==> src/rtl/sd_pkg.sv <==
// -----------------------------------------------------------------------------
// sd_pkg
// Shared definitions for the SD card SPI receive path: the receive state
// enumeration, the data-token byte values and the CRC16-CCITT byte update
// used to check data blocks.
// -----------------------------------------------------------------------------
package sd_pkg;

  typedef enum logic [2:0] {
    ST_IDLE,
    ST_HUNT,
    ST_DATA,
    ST_CRC_HI,
    ST_CRC_LO,
    ST_FINISH
  } rx_state_e;

  localparam logic [7:0]  SD_TOKEN_START = 8'hFE;
  localparam logic [7:0]  SD_IDLE_BYTE   = 8'hFF;
  localparam logic [15:0] CRC16_POLY     = 16'h1021;

  // Folds one byte into a CRC16-CCITT register, MSB first. The loop has a
  // fixed trip count, so it unrolls into eight XOR/shift stages.
  function automatic logic [15:0] crc16_byte(input logic [15:0] crc,
                                             input logic [7:0]  data_in);
    logic [15:0] c;
    c = crc ^ {data_in, 8'h00};
    for (int i = 0; i < 8; i++) begin
      c = c[15] ? ((c << 1) ^ CRC16_POLY) : (c << 1);
    end
    return c;
  endfunction

endpackage

==> src/rtl/sd_block_ram.sv <==
// -----------------------------------------------------------------------------
// sd_block_ram
// 512 x 8 simple dual-port RAM holding one received data block.
// Ports:
//   clk      - clock
//   rst      - asynchronous active-high reset (read register only)
//   we       - write enable
//   wr_addr  - write address
//   wr_data  - write data
//   rd_addr  - read address
//   rd_data  - registered read data, one cycle after rd_addr
// A read and a write to the same address in one cycle returns the old data.
// -----------------------------------------------------------------------------
module sd_block_ram (
  input  logic       clk,
  input  logic       rst,
  input  logic       we,
  input  logic [8:0] wr_addr,
  input  logic [7:0] wr_data,
  input  logic [8:0] rd_addr,
  output logic [7:0] rd_data
);

  logic [7:0] mem [512];
  logic [7:0] rd_data_d;
  logic [7:0] rd_data_q;

  // Array contents are never reset so the memory maps onto a block RAM.
  always_ff @(posedge clk) begin
    if (we) begin
      mem[wr_addr] <= wr_data;
    end
  end

  always_comb begin
    rd_data_d = mem[rd_addr];
  end

  always_ff @(posedge clk or posedge rst) begin
    if (rst) begin
      rd_data_q <= 8'h00;
    end else begin
      rd_data_q <= rd_data_d;
    end
  end

  assign rd_data = rd_data_q;

endmodule

==> src/rtl/sd_block_rx.sv <==
// -----------------------------------------------------------------------------
// sd_block_rx
// Receive-side data stage of the SD SPI path. After start it polls the card
// one byte at a time for the start token, stores one data block in a RAM,
// checks the trailing CRC16 and exposes the block through a read port.
// Ports:
//   CLOCK_50    - system clock
//   reset       - asynchronous active-high reset
//   start       - one-cycle pulse, begin receiving one block (IDLE only)
//   byte_req    - one-cycle pulse, ask the shifter for one byte
//   rx_byte     - byte from the shifter
//   rx_valid    - rx_byte is valid this cycle
//   busy        - reception in progress
//   done        - one-cycle pulse when reception ends
//   crc_ok      - received CRC matched the computed CRC
//   timeout_err - no start token within TOKEN_TIMEOUT polled bytes
//   token_err   - card returned a data error token
//   rd_addr     - buffer read address
//   rd_data     - buffer read data, one cycle latency
// -----------------------------------------------------------------------------
module sd_block_rx
  import sd_pkg::*;
#(
  parameter int BLOCK_BYTES   = 512,
  parameter int TOKEN_TIMEOUT = 4096
) (
  input  logic       CLOCK_50,
  input  logic       reset,
  input  logic       start,
  output logic       byte_req,
  input  logic [7:0] rx_byte,
  input  logic       rx_valid,
  output logic       busy,
  output logic       done,
  output logic       crc_ok,
  output logic       timeout_err,
  output logic       token_err,
  input  logic [8:0] rd_addr,
  output logic [7:0] rd_data
);

  localparam int POLL_W = $clog2(TOKEN_TIMEOUT + 1);

  rx_state_e         state_q, state_d;
  logic              outstanding_q, outstanding_d;
  logic [8:0]        count_q, count_d;
  logic [POLL_W-1:0] poll_q, poll_d;
  logic [15:0]       crc_q, crc_d;
  logic [7:0]        crc_hi_q, crc_hi_d;
  logic              crc_ok_q, crc_ok_d;
  logic              timeout_err_q, timeout_err_d;
  logic              token_err_q, token_err_d;

  logic              req_state;
  logic              consume;
  logic              err_token;
  logic              hunt_poll;
  logic              ram_we;

  // States in which the card is being clocked for bytes.
  assign req_state = (state_q == ST_HUNT)   || (state_q == ST_DATA) ||
                     (state_q == ST_CRC_HI) || (state_q == ST_CRC_LO);

  // A returned byte only counts if we actually asked for one.
  assign consume   = rx_valid && outstanding_q && req_state;

  // Data error token: upper nibble zero, value non-zero.
  assign err_token = (rx_byte[7:4] == 4'h0) && (rx_byte != 8'h00);

  // Idle fill and any other unrecognised byte are both polled over.
  assign hunt_poll = (rx_byte == SD_IDLE_BYTE) ||
                     !((rx_byte == SD_TOKEN_START) || err_token);

  // Next-state, byte flow control and datapath updates.
  always_comb begin
    state_d       = state_q;
    outstanding_d = outstanding_q;
    count_d       = count_q;
    poll_d        = poll_q;
    crc_d         = crc_q;
    crc_hi_d      = crc_hi_q;
    crc_ok_d      = crc_ok_q;
    timeout_err_d = timeout_err_q;
    token_err_d   = token_err_q;
    byte_req      = 1'b0;
    ram_we        = 1'b0;

    if (req_state && !outstanding_q) begin
      byte_req      = 1'b1;
      outstanding_d = 1'b1;
    end
    if (consume) begin
      outstanding_d = 1'b0;
    end

    case (state_q)
      ST_IDLE: begin
        if (start) begin
          crc_ok_d      = 1'b0;
          timeout_err_d = 1'b0;
          token_err_d   = 1'b0;
          count_d       = '0;
          poll_d        = '0;
          crc_d         = 16'h0000;
          outstanding_d = 1'b0;
          state_d       = ST_HUNT;
        end
      end
      ST_HUNT: begin
        if (consume) begin
          if (rx_byte == SD_TOKEN_START) begin
            state_d = ST_DATA;
          end else if (err_token) begin
            token_err_d = 1'b1;
            state_d     = ST_FINISH;
          end else if (hunt_poll) begin
            poll_d = poll_q + 1'b1;
            if (poll_q == POLL_W'(TOKEN_TIMEOUT - 1)) begin
              timeout_err_d = 1'b1;
              state_d       = ST_FINISH;
            end
          end
        end
      end
      ST_DATA: begin
        if (consume) begin
          ram_we  = 1'b1;
          crc_d   = crc16_byte(crc_q, rx_byte);
          count_d = count_q + 1'b1;
          if (count_q == 9'(BLOCK_BYTES - 1)) begin
            state_d = ST_CRC_HI;
          end
        end
      end
      ST_CRC_HI: begin
        if (consume) begin
          crc_hi_d = rx_byte;
          state_d  = ST_CRC_LO;
        end
      end
      ST_CRC_LO: begin
        if (consume) begin
          crc_ok_d = ({crc_hi_q, rx_byte} == crc_q);
          state_d  = ST_FINISH;
        end
      end
      ST_FINISH: begin
        state_d = ST_IDLE;
      end
      default: begin
        state_d = ST_IDLE;
      end
    endcase
  end

  always_ff @(posedge CLOCK_50 or posedge reset) begin
    if (reset) begin
      state_q       <= ST_IDLE;
      outstanding_q <= 1'b0;
      count_q       <= '0;
      poll_q        <= '0;
      crc_q         <= 16'h0000;
      crc_hi_q      <= 8'h00;
      crc_ok_q      <= 1'b0;
      timeout_err_q <= 1'b0;
      token_err_q   <= 1'b0;
    end else begin
      state_q       <= state_d;
      outstanding_q <= outstanding_d;
      count_q       <= count_d;
      poll_q        <= poll_d;
      crc_q         <= crc_d;
      crc_hi_q      <= crc_hi_d;
      crc_ok_q      <= crc_ok_d;
      timeout_err_q <= timeout_err_d;
      token_err_q   <= token_err_d;
    end
  end

  assign busy        = req_state;
  assign done        = (state_q == ST_FINISH);
  assign crc_ok      = crc_ok_q;
  assign timeout_err = timeout_err_q;
  assign token_err   = token_err_q;

  sd_block_ram u_ram (
    .clk     (CLOCK_50),
    .rst     (reset),
    .we      (ram_we),
    .wr_addr (count_q),
    .wr_data (rx_byte),
    .rd_addr (rd_addr),
    .rd_data (rd_data)
  );

endmodule

==> config.mk <==
export PLATFORM = sky130hd
export DESIGN_NAME = sd_block_rx
export DESIGN_NICKNAME = d
export VERILOG_FILES = /design/src/rtl/sd_pkg.sv /design/src/rtl/sd_block_ram.sv /design/src/rtl/sd_block_rx.sv
export SDC_FILE = /design/constraint.sdc
export NUM_CORES = 2
export LEC_CHECK = 0
export BUFFER_PORTS_ARGS = -buffer_cell sky130_fd_sc_hd__clkbuf_2
export CAP_MARGIN = 20
export CORE_ASPECT_RATIO = 0.5
export CORE_UTILIZATION = 55
export DETAILED_ROUTE_END_ITERATION = 8
export GPL_TIMING_DRIVEN = 1
export PLACE_DENSITY_LB_ADDON = 0.05
export SYNTH_ARGS = -nofsm -noshare
export SYNTH_HDL_FRONTEND = slang
export SYNTH_SLANG_ARGS = --single-unit
==> constraint.sdc <==
create_clock -name CLOCK_50 -period 3.89 [get_ports CLOCK_50]
set_input_delay 0.1945 -clock CLOCK_50 [delete_from_list [all_inputs] [get_ports CLOCK_50]]
set_output_delay 0.1945 -clock CLOCK_50 [all_outputs]
set_load 0.01 [all_outputs]
Word level (Yosys, flattened, before mapping)
Memories as Yosys holds them, arrays and structs flattened. A register that Yosys moved wholly into a read port is not among the register bits.
Index checks and enable logic that the tools add are counted.

storage, ports and cells
  memories kept = 1
  flip-flop bits (word level) = 53
  word-level logic and storage cells = 121
  RAM bits = 4,096

operators by class
  bitwise operators = 9
  add/sub/neg operators = 2
  multiplexer cells = 53
  equality and inequality tests = 23
  reductions and logical operators = 24

memories
  name       depth  width  rd ports  clocked after memory_dff  wr ports  RTL line            text
  u_ram.mem  512    8      1         1                         1         sd_block_ram.sv:24  logic [7:0] mem [512];

operators by type and width
  operator               count
  $mux 13                13
  $mux 16                2
  $pmux 16 s2            1
  $mux 3                 10
  $pmux 13 s2            1
  $not 3->3              8
  $mux 1                 19
  $mux 9                 2
  $ne 2x2->1 const B     9
  $pmux 9 s2             1
  $eq 16x16->1           1
  $eq 8x8->1 const B     2
  $xor 16x16->16         1
  $pmux 3 s5             1
  $add 13x1->13 const B  1
  $eq 13x12->1 const B   1
  $add 9x1->9 const B    1
  $eq 9x9->1 const B     1
  $reduce_and 8->1       1
  $reduce_bool 8->1      1
  $reduce_and 7->1       1
  $eq 3x2->1 const B     2
  $eq 3x3->1 const B     2
  $pmux 1 s2             3
  14 further kinds       26

Logic depth before layout (Yosys ltp)
  depth in word-level cells = 19
  mapped depth = 12

Cells and area by module
A second synthesis with hierarchy kept.

second synthesis, totals
  cell total of the unflattened synthesis = 8,300
  area total of the unflattened synthesis = 163,346.7 sq um

by module, submodules not included
  module        times used  cells each  area each (sq um)
  sd_block_ram  1           8,001       160,395.1
  sd_block_rx   1           299         2,951.6

Worst setup path after synthesis
No wires, ideal clock.

  kind = reg2reg
  start point = register state_q[0]
  end point = memory u_ram.mem[461][0], enable pin
  path slack = 1.147 ns
  clock period less this slack = 2.743 ns
  stages on the path, launching flop included = 9
  buffers on the path = 4
  setup time = 0.370 ns
  arrival = 2.373 ns
  cells stage by stage = dfrtp_1 clkbuf_1 or3b_2 clkbuf_1 nor2_2 buf_2 nand3_1 clkbuf_1 nor2_1

on the way
  longest elaborated chain between the ends = 9
  elaborated cells between the ends (all ways) = 12
  those cells by class = 4 x eq/ne; 4 x mux; 4 x reduce/logical

ends and longest elaborated chain
  element                                   RTL line                              text
  start, declared                           sd_block_rx.sv:44                     rx_state_e state_q, state_d;
  start signal, assigned                    sd_block_rx.sv:168                    state_q <= state_d;
  $eq 3x1->1 or $eq 3x2->1 (tied branches)  sd_block_rx.sv:61, sd_block_rx.sv:96
  $logic_or 1x1->1 (2 in a row)             sd_block_rx.sv:61                     assign req_state = (state_q == ST_HUNT) || (state_q == ST_DATA) ||
  $logic_or 1x1->1                          sd_block_rx.sv:62                     (state_q == ST_CRC_HI) || (state_q == ST_CRC_LO);
  $logic_and 1x1->1                         sd_block_rx.sv:65                     assign consume = rx_valid && outstanding_q && req_state;
  $mux 1                                    sd_block_rx.sv:126                    if (consume) begin
  $mux 1 (*)                                sd_block_rx.sv:96                     case (state_q)
  $mux 1 (*)                                sd_block_ram.sv:30                    if (we) begin
  $mux 1 (not written as such) (*)          sd_block_ram.sv:31                    mem[wr_addr] <= wr_data;
  end, declared                             sd_block_ram.sv:24

Mark *: on every way between the ends. The rest lies on a longest branch, timed or not.

Worst setup path after layout
  start point = register count_q[6]
  end point = memory u_ram.mem[120][0], enable pin

RTL lines
  element                 RTL line            text
  start, declared         sd_block_rx.sv:46   logic [8:0] count_q, count_d;
  start signal, assigned  sd_block_rx.sv:170  count_q <= count_d;

No word-level cell before the write port.

==> results.py <==
metrics = {
    "status": {
        "status": "finished, final reports clean",
    },
    "route": {
        "dr.pass1.iters": 6,
        "drc_errors": 0,
        "drt_iter0_drc": 11470,
        "dr_total_vias": 85900,
        "wirelength_um": 441200,
        "wl_per_cell_um": 33.25,
        "vias_per_cell": 6.474,
        "ant_nets": 0,
    },
    "synthesis": {
        "syn_area_per_cell_um2": 19.73,
        "syn_inst": 8284,
        "synth_top_area_cell": "edfxtp_1",
        "synth_top_area_share_pct": 75.26,
        "synth_edf_count": 4096,
        "yosys_warnings": 0,
        "synth_cell_types": 70,
        "yosys-top-cells-area": "edfxtp_1 (75%), mux4_2 (8.6%), mux2i_1 (4.8%)",
        "synthesis.area_mm2": 0.1634,
        "syn-num-nets": 8311,
        "ys_seq_area_share_pct": 76.19,
        "ys_ff_latch": 4157,
        "synth_ff_type": "edfxtp_1",
        "synth_async_sr_flop_share_pct": 1.467,
    },
    "global_routing": {
        "grt_pass1_wl_um": 622200,
        "grt_use_total_pct": 29.11,
        "grt_pass1_vias": 83460,
        "grt_overflow": 0,
        "antenna_found_initial": 47,
        "grt_max_degree": 172,
    },
    "clock_network": {
        "numCtsBuffers": 358,
        "cts_tree": "done",
        "cts-resized-gates": 0,
        "worst_skew_pair.late_latency_ns": 0.93,
        "cts_buffer_depth": 4,
        "htreeDepth": 5,
        "holdBufCountCts": 12,
        "post_cts_buffers": 0,
        "clkTransAtPathRegs_ns": 0.07,
        "cts_root_buf": "clkbuf_16",
        "clock_sinks": 4157,
    },
    "pwr": {
        "power_mw": 89.89,
        "power.share.clock_pct": 39.1,
        "switching_share_pct": 22.18,
        "p_comb_share_pct": 5.8,
        "ir_drop_uv": 425.1,
        "power.density_mw_per_mm2": 486.9,
        "p_int_mw": 69.95,
        "power_frac_seq_pct": 55.1,
        "leakagePower_nw": 60.27,
        "power.switching_mw": 19.94,
    },
    "placement": {
        "portBuffers": 34,
        "dpl_cell_area_mm2": 0.1733,
        "gp_congestion": 0.8678,
        "place_hpwl_um": 277300,
        "numPlacedInstances": 12610,
    },
    "layout": {
        "finish.utilization_pct": 62.47,
        "fin_nets": 9078,
        "design_area_mm2": 0.1846,
        "synthToLayoutAreaGrowth_pct": 12.95,
        "layout-drive-gt1-share_pct": 22.62,
        "final_cell_mix": "edfxtp_1 (4096), mux2i_1 (787), buf_4 (787), mux4_2 (627), nor2_1 (608)",
        "fin_cells": 13270,
        "final_common_cell": "edfxtp_1",
        "fillCellCount": 20780,
    },
    "timing": {
        "fmax_ghz": 0.2846,
        "skew_ns": 0.02685,
        "rsz0062_at_grt": "no",
        "tightest_slew_ns": 1.191,
        "slew_headroom_pct": 20.59,
        "hold_viol_final": 0,
        "post-route-period-util_pct": 90.32,
        "min_period_ns": 3.513,
        "drv_slew": 0,
        "tns_ns": 0,
        "finalSetupViolations": 0,
    },
    "floorplan": {
        "die-area_mm2": 0.2995,
        "num_rows": 141,
        "io_pins": 35,
        "start_util_pct": 55.31,
        "core-area_mm2": 0.2955,
        "die_w_um": 772.9,
        "die_h_um": 387.5,
    },
    "critical_path": {
        "end_kind": "flop",
        "cp_max_fo": 16,
        "worstReg2RegStart": "count_q[6]",
        "arrival_ns": 4.15,
        "path_class": "flop to flop",
        "rr_worst_depth": 4,
        "r2r_slack_ns": 0.38,
        "crit_start": "count_q[6]",
        "r2r_end": "u_ram.mem[120][0]",
        "cp-start-kind": "flop",
        "critPathCapture": "u_ram.mem[120][0]",
        "cp.required_ns": 4.53,
    },
    "worst_hold_path": {
        "min_path_type": "input port to flop",
        "whs_path_depth": 2,
    },
    "run": {
        "cap_violations": 0,
    },
}
[through the flow]
stage,worst slack (ns),hold slack [ns]
6_report,0.3766,0.2544
5_1_grt,0.3099,0.2467
4_1_cts,0.4839,0.1144
3_5_place_dp,-0.2630,0.5024
3_3_place_gp,-0.6682,0.4807
2_1_floorplan,1.147,0.2934
[routing by layer]
layer / GRT usage (%) / wire, µm
met4: 6.488 / 10060
met3: 6.965 / 47630
met2: 42.62 / 195800
met1: 45.03 / 187500
met5: 0 / 201
[area by class of cell]
cell class | instances | area (µm²) | share of cell area [%]
inverter | 9 | 55.05 | 0.02982
antenna | 8 | 20.02 | 0.01084
multi-input combinational | 3590 | 35670 | 19.32
tap | 3932 | 4920 | 2.665
timing repair buffer | 935 | 8294 | 4.493
sequential | 4157 | 124500 | 67.46
clock buffer | 438 | 9458 | 5.123
clock inverter | 198 | 1658 | 0.8981
[how the worst min path moves through the flow]
stage,start,endpoint
2_1_floorplan,rx_byte[0],u_ram.mem[0][0]
3_3_place_gp,poll_q[12],poll_q[12]
3_5_place_dp,poll_q[12],poll_q[12]
4_1_cts,reset,crc_hi_q[3]
5_1_grt,rx_byte[3],u_ram.mem[444][3]
6_report,rx_byte[3],u_ram.mem[444][3]
[critical path, cell delays in order, from the launching register on]
cell,delay [ns]
dfrtp_1,0.78
nor3b_1,0.89
nand2_1,0.77
nor2_1,0.54
buf_4,0.23
[cell usage after synthesis, types with 44 or more instances]
library cell,instances
a21oi_1,191
a22oi_1,55
buf_2,73
buf_4,44
buf_6,75
clkbuf_1,237
dfrtp_1,61
edfxtp_1,4096
mux2i_1,787
mux4_2,627
nand2_1,136
nand3_1,47
nand4_1,56
nor2_1,610
nor3_1,45
o21ai_0,151
o221ai_1,362
o22ai_1,194
[power groups by stage]
stage | Sequential, mW | Combinational (mW) | Clock, mW
5_1_grt | 49.5 | 5.53 | 37.2
4_1_cts | 49.5 | 5.24 | 35.6
6_report | 49.5 | 5.25 | 35.1
3_5_place_dp | 50.5 | 5.22 | 0
3_3_place_gp | 50.5 | 5.15 | 0
2_1_floorplan | 50.3 | 2.84 | 0
[logic make-up (layout without fill, tap and decap cells)]
logic type / count (synthesis) / count (layout) / synth area share (%)
adders and majority gates: 6 / 6 / 0.04593
muxes: 1474 / 1474 / 14.18
buffers and inverters: 537 / 1580 / 2.160
AOI/OAI and AO/OA: 1046 / 1046 / 4.445
other: 0 / 8 / 0
and+or+nand+nor: 1013 / 1013 / 2.708
xor gates and xnor gates: 51 / 51 / 0.2733
DFF: 4157 / 4157 / 76.19
[sequential cells by signal, indices dropped and copies added, names as in the netlist]
name / flops
count_q: 9
crc_hi_q: 8
crc_ok: 1
crc_q: 16
outstanding_q: 1
poll_q: 13
state_q: 3
timeout_err: 1
token_err: 1
u_ram.mem: 4096
u_ram.rd_data: 8
Power figures use the tool's default switching activity.
